`config.mk`:
```
export PLATFORM = sky130hd
export DESIGN_NAME = prism_comm_fifo_flat
export DESIGN_NICKNAME = d
export VERILOG_FILES = /design/src/rtl/prism_comm_fifo_if.sv /design/src/rtl/prism_comm_fifo.sv /design/src/flat_wrapper.sv
export SDC_FILE = /design/constraint.sdc
export NUM_CORES = 1
export LEC_CHECK = 0
export CELL_PAD_IN_SITES_DETAIL_PLACEMENT = 2
export CELL_PAD_IN_SITES_GLOBAL_PLACEMENT = 2
export CORE_MARGIN = 8
export CORE_UTILIZATION = 41
export CTS_BUF_LIST = sky130_fd_sc_hd__clkbuf_16
export CTS_CLUSTER_DIAMETER = 150
export DETAILED_ROUTE_END_ITERATION = 10
export HOLD_SLACK_MARGIN = 0.03
export PLACE_DENSITY = 0.86
export SYNTH_ARGS = -nofsm -noshare
export SYNTH_HDL_FRONTEND = slang
export SYNTH_SLANG_ARGS = --single-unit
```
`constraint.sdc`:
```
create_clock -name clk -period 2.8 [get_ports clk]
set_input_delay 0.42 -clock clk [delete_from_list [all_inputs] [get_ports clk]]
set_output_delay 0.42 -clock clk [all_outputs]
set_load 0.005 [all_outputs]
```
`src/rtl/prism_comm_fifo_if.sv`:
```
// rtl/prism_comm_fifo_if.sv - producer/consumer/control signal bundle for the comm byte FIFO
interface prism_comm_fifo_if #(
  parameter int AW    = 3,
  parameter int WIDTH = 8
);
  logic             clr;
  logic             push;
  logic [WIDTH-1:0] push_data;
  logic             pop;
  logic [WIDTH-1:0] pop_data;
  logic [AW:0]      level;
  logic             empty;
  logic             full;
  logic [AW:0]      thresh;
  logic             overflow;
  logic             underflow;
  logic             flag_clr;
  logic             irq;

  modport master (
    output clr, push, push_data, pop, thresh, flag_clr,
    input  pop_data, level, empty, full, overflow, underflow, irq
  );

  modport slave (
    input  clr, push, push_data, pop, thresh, flag_clr,
    output pop_data, level, empty, full, overflow, underflow, irq
  );
endinterface

```
`src/rtl/prism_comm_fifo.sv`:
```
// rtl/prism_comm_fifo.sv - receive byte FIFO between the comm shift register and CPU reads
module prism_comm_fifo #(
  parameter int DEPTH = 8,
  parameter int AW    = 3,
  parameter int WIDTH = 8
) (
  input  logic               clk,
  input  logic               rst_n,
  prism_comm_fifo_if.slave   bus
);
  logic [WIDTH-1:0] mem_q [DEPTH];
  logic [AW-1:0]    rd_ptr_q, rd_ptr_d;
  logic [AW-1:0]    wr_ptr_q, wr_ptr_d;
  logic [AW:0]      level_q, level_d;
  logic             ovf_q, ovf_d;
  logic             unf_q, unf_d;
  logic             irq_q, irq_d;
  logic             empty, full;
  logic             pop_acc, push_acc, wr_en;

  assign empty = (level_q == '0);
  assign full  = (level_q == (AW+1)'(DEPTH));

  always_comb begin
    rd_ptr_d = rd_ptr_q;
    wr_ptr_d = wr_ptr_q;
    level_d  = level_q;
    ovf_d    = ovf_q;
    unf_d    = unf_q;
    pop_acc  = bus.pop && !empty;
    // A pop in the same cycle frees the slot, so a push into a full FIFO still lands.
    push_acc = bus.push && (!full || pop_acc);
    wr_en    = push_acc && !bus.clr;
    if (bus.clr) begin
      rd_ptr_d = '0;
      wr_ptr_d = '0;
      level_d  = '0;
      ovf_d    = 1'b0;
      unf_d    = 1'b0;
    end else begin
      if (pop_acc)  rd_ptr_d = rd_ptr_q + 1'b1;
      if (push_acc) wr_ptr_d = wr_ptr_q + 1'b1;
      if (push_acc && !pop_acc)      level_d = level_q + 1'b1;
      else if (pop_acc && !push_acc) level_d = level_q - 1'b1;
      if (bus.flag_clr) begin
        ovf_d = 1'b0;
        unf_d = 1'b0;
      end
      // New events win over a same-cycle flag clear.
      if (bus.push && !push_acc) ovf_d = 1'b1;
      if (bus.pop && empty)      unf_d = 1'b1;
    end
    irq_d = ((bus.thresh != '0) && (level_d >= bus.thresh)) || ovf_d;
  end

  always_ff @(posedge clk or negedge rst_n) begin
    if (!rst_n) begin
      rd_ptr_q <= '0;
      wr_ptr_q <= '0;
      level_q  <= '0;
      ovf_q    <= 1'b0;
      unf_q    <= 1'b0;
      irq_q    <= 1'b0;
    end else begin
      rd_ptr_q <= rd_ptr_d;
      wr_ptr_q <= wr_ptr_d;
      level_q  <= level_d;
      ovf_q    <= ovf_d;
      unf_q    <= unf_d;
      irq_q    <= irq_d;
    end
  end

  // Storage is not reset; pop_data is masked while empty instead.
  always_ff @(posedge clk) begin
    if (wr_en) mem_q[wr_ptr_q] <= bus.push_data;
  end

  assign bus.pop_data  = empty ? '0 : mem_q[rd_ptr_q];
  assign bus.level     = level_q;
  assign bus.empty     = empty;
  assign bus.full      = full;
  assign bus.overflow  = ovf_q;
  assign bus.underflow = unf_q;
  assign bus.irq       = irq_q;
endmodule
```
`src/flat_wrapper.sv`:
```
// flat-port wrapper written by rule: the top's interface ports become plain ports
module prism_comm_fifo_flat 
#(
  parameter int DEPTH = 8,
  parameter int AW    = 3,
  parameter int WIDTH = 8
)
  (clk, rst_n, bus_clr, bus_push, bus_push_data, bus_pop, bus_thresh, bus_flag_clr, bus_pop_data, bus_level, bus_empty, bus_full, bus_overflow, bus_underflow, bus_irq);
  prism_comm_fifo_if #(.AW(AW), .WIDTH(WIDTH)) bus_i ();
  input  logic clk;
  input  logic rst_n;
  input wire logic [$bits(bus_i.clr)-1:0] bus_clr;
  input wire logic [$bits(bus_i.push)-1:0] bus_push;
  input wire logic [$bits(bus_i.push_data)-1:0] bus_push_data;
  input wire logic [$bits(bus_i.pop)-1:0] bus_pop;
  input wire logic [$bits(bus_i.thresh)-1:0] bus_thresh;
  input wire logic [$bits(bus_i.flag_clr)-1:0] bus_flag_clr;
  output wire logic [$bits(bus_i.pop_data)-1:0] bus_pop_data;
  output wire logic [$bits(bus_i.level)-1:0] bus_level;
  output wire logic [$bits(bus_i.empty)-1:0] bus_empty;
  output wire logic [$bits(bus_i.full)-1:0] bus_full;
  output wire logic [$bits(bus_i.overflow)-1:0] bus_overflow;
  output wire logic [$bits(bus_i.underflow)-1:0] bus_underflow;
  output wire logic [$bits(bus_i.irq)-1:0] bus_irq;
  assign bus_i.clr = bus_clr;
  assign bus_i.push = bus_push;
  assign bus_i.push_data = bus_push_data;
  assign bus_i.pop = bus_pop;
  assign bus_i.thresh = bus_thresh;
  assign bus_i.flag_clr = bus_flag_clr;
  assign bus_pop_data = bus_i.pop_data;
  assign bus_level = bus_i.level;
  assign bus_empty = bus_i.empty;
  assign bus_full = bus_i.full;
  assign bus_overflow = bus_i.overflow;
  assign bus_underflow = bus_i.underflow;
  assign bus_irq = bus_i.irq;
  prism_comm_fifo #(.DEPTH(DEPTH), .AW(AW), .WIDTH(WIDTH)) u_core (.clk(clk), .rst_n(rst_n), .bus(bus_i));
endmodule
```
==> impl_metrics.yaml, run 1 <==
status:
  outcome: "completed"
sta:
  finalMaxSlewViolations: 0
  finalHoldViolCount: 0
  relSlewSlack_pct: 54.2
  setup_viol: 0
  whs_ps: 493
  period_needed_ps: 2670
  rsz0062_at_grt: "no"
  skew_ps: 16.3
  post-route-period-util_pct: 95.5
  worstMarginPinSlew_ps: 685
  max_clock_freq_mhz: 374
  fin_tns_setup_ps: 0
pwr:
  irDropWorstVdd_mv: 0.430
  leakagePower_nw: 1.49
  powerDensity_nw_per_um2: 748
cts:
  clkLatencyLatePin_ps: 350
  h-tree-depth: 3
  cts_root_buffer: "clkbuf_16"
  cts_sinks: 77
  clk_pin_slew_ps: 70
  cts_buffers: 9
  hold_buffers: 0
  clockBufferDepth: 2
  cts_tree: "built"
logic_synthesis:
  yosysUniqueCellTypes: 36
  ys_warn_count: 0
  synth_area_um2: 3300
  synth-compound-area-share_pct: 3.30
  synthMuxAreaShare_pct: 14.3
  synth_top_family_by_area: "multiplexers"
  ys_ff_latch: 77
  yosysSeqAreaShare_pct: 68.1
  synth.avg_cell_area_um2: 16.8
  synth_adder_area_share_pct: 3.03
  synth-simple-area-share_pct: 8.23
  synthXorXnorAreaFrac_pct: 1.06
  syn-instance-count: 197
  async_flop_share_pct: 16.9
  synth.net_count: 223
  synth_edf_count: 64
  synth_ff_type: "edfxtp_1"
critical_path:
  worstSetupStartpointType: "flop"
  end_kind: "flop"
  worstPathArrival_ps: 2880
  timing_worst_setup_path_type: "flop to flop"
  worst_ep_required_time_ps: 3000
  crit_fanout: 6
cells_and_area:
  multi_input_area_um2: 990
  nFillCells: 701
  mostFrequentLayoutCells: "edfxtp_1 (64), clkdlybuf4s50_1 (34), nor2_1 (24)"
  fin_util_pct: 53.9
  antenna_cells: 0
  drive_above_1_share_pct: 22.7
  area_growth_pct: 26.9
  layout_commonest_cell: "edfxtp_1"
  seqCellArea_um2: 2250
  final_nets: 281
  stdcell_area_um2: 4190
drt:
  viasPerCell: 5.46
  drc: 0
  drtAntennaViolNets: 0
  num_vias: 1976
  wirelength_mm: 9.65
  wire_per_inst_um: 26.7
  first_pass_iters: 4
  first_iter_violations: 51
floorplan:
  die_w_um: 106
  die-area_um2: 11200
  io_pins: 35
  core.rowCount: 32
  start_util_pct: 42.5
  dieHeight_um: 106
  fp.coreArea_um2: 7770
grt:
  antenna_found_initial: 0
  grt_max_degree: 19
  overflow: 0
  grt_pass1_vias: 2341
  grt_first_pass_wirelength_mm: 14.8
  grt_usage_pct: 18.2
placed_design:
  dpl.hpwl_mm: 6.44
  placed_area_um2: 3890
  finalWeightedCongestion: 0.773
  port_buffers: 34
run:
  drv_cap: 0
hold_path:
  hold_class: "primary input to asynchronous set/reset pin"
timing repair:
action	4_1_cts	5_1_grt
buffers inserted	1	0
endpoints found under the hold margin	0	0
endpoints found under the setup margin	1	1
pin swaps	1	1
resized for setup	0	3
path summary, 6_finish.rpt:
path / startpoint / to / slack, ps / depth (start not counted)
max: u_core.bus.level[1]$_DFF_PN0_ / u_core.bus.irq$_DFF_PN0_ / 130 / 12
min: rst_n / u_core.wr_ptr_q[0]$_DFFE_PN0P_ / 490 / 1
max reg2reg: u_core.bus.level[1]$_DFF_PN0_ / u_core.bus.irq$_DFF_PN0_ / 130 / 12
min reg2reg: u_core.bus.underflow$_DFFE_PN0P_ / u_core.bus.underflow$_DFFE_PN0P_ / 650 / 3
max in group asynchronous: rst_n / u_core.bus.level[1]$_DFF_PN0_ / 1830 / 1
min in group clk: u_core.bus.underflow$_DFFE_PN0P_ / u_core.bus.underflow$_DFFE_PN0P_ / 650 / 3
cells in the mapped netlist (2+ instances only):
library cell,count,share of area (%)
or3_1,3,0.57
a21oi_1,2,0.30
nand2b_1,5,0.95
o21ai_1,2,0.30
o21ai_0,2,0.30
nor2b_1,5,0.95
mux2i_1,10,3.0
edfxtp_1,64,58
dfrtp_1,13,9.9
ha_1,8,3.0
buf_2,2,0.30
clkbuf_1,4,0.45
xor2_1,4,1.1
inv_1,7,0.80
nor3_1,6,0.91
nand3b_1,2,0.45
mux4_2,16,11
nor2_1,24,2.7
power by group:
| group | total, mW | internal, mW | switching, mW |
|---|---|---|---|
| Combinational | 0.674 | 0.355 | 0.319 |
| Clock | 1.14 | 0.619 | 0.519 |
| Sequential | 1.32 | 1.28 | 0.0383 |
| Total | 3.13 | 2.26 | 0.876 |
state kept, by name, indices dropped and copies added (netlist names):
name and flops:
u_core.mem_q 64, u_core.bus.level 4, u_core.rd_ptr_q 3, u_core.wr_ptr_q 3
u_core.bus.irq 1, u_core.bus.overflow 1, u_core.bus.underflow 1
final cells by class:
type	instances	share of cell area, %
Sequential cell	77	53.7
Multi-Input combinational cell	105	23.6
Timing Repair Buffer	54	12.0
Clock buffer	9	5.38
Tap cell	102	3.05
Clock inverter	7	1.49
Inverter	8	0.777
critical path, cell delays in order, from the launching register on:
cell and delay (ps):
dfrtp_2 450, inv_1 80, ha_2 220, nand3b_2 150, inv_4 130, a211oi_4 60
or3_1 400, nand3_1 120, ha_1 230, nand2b_1 150, a21o_1 180, a211oi_1 220
o22ai_1 110
through the flow:
step	total power [mW]	std cells	setup slack (ps)
after floorplan	1.68	197	391
after global placement	1.96	345	107
after detailed placement	2.01	345	-96.7
after CTS	3.17	362	29.1
after global routing	3.25	362	25.8
final	3.13	362	126
cell families after synthesis:
family | after synthesis
AOI/OAI and AO/OA | 14
xor gates and xnor gates | 4
adders and majority gates | 8
buffers and inverters | 15
DFF | 77
muxes | 27
and+or+nand+nor | 52
per-layer routing:
metal / up-vias / global-route usage, % / routed length, um
met3: 18 / 4.69 / 346
met5: - / 0 / 0
met4: 0 / 8.04 / 227
met2: 51 / 32.0 / 5300
met1: 1033 / 20.4 / 3770
li1: 874 / - / -
Note: power is estimated with default switching activity, not from simulation.
==> inputs of run 2 (changes only) <==
--- a/config.mk
+++ b/config.mk
@@ -5,6 +5,7 @@
 export SDC_FILE = /design/constraint.sdc
 export NUM_CORES = 1
 export LEC_CHECK = 0
+export CAP_MARGIN = 25
 export CELL_PAD_IN_SITES_DETAIL_PLACEMENT = 2
 export CELL_PAD_IN_SITES_GLOBAL_PLACEMENT = 2
 export CORE_MARGIN = 8
==> results of run 2 <==
Same layout as run 1: the final DEF is identical, and so are final timing and power.
==> inputs of run 3 (changes only) <==
--- a/config.mk
+++ b/config.mk
@@ -5,7 +5,6 @@
 export SDC_FILE = /design/constraint.sdc
 export NUM_CORES = 1
 export LEC_CHECK = 0
-export CAP_MARGIN = 25
 export CELL_PAD_IN_SITES_DETAIL_PLACEMENT = 2
 export CELL_PAD_IN_SITES_GLOBAL_PLACEMENT = 2
 export CORE_MARGIN = 8
@@ -15,6 +14,7 @@
 export DETAILED_ROUTE_END_ITERATION = 10
 export HOLD_SLACK_MARGIN = 0.03
 export PLACE_DENSITY = 0.86
+export SKIP_LAST_GASP = 1
 export SYNTH_ARGS = -nofsm -noshare
 export SYNTH_HDL_FRONTEND = slang
 export SYNTH_SLANG_ARGS = --single-unit
==> results of run 3 <==
Same layout as run 1: the final DEF is identical, and so are final timing and power.
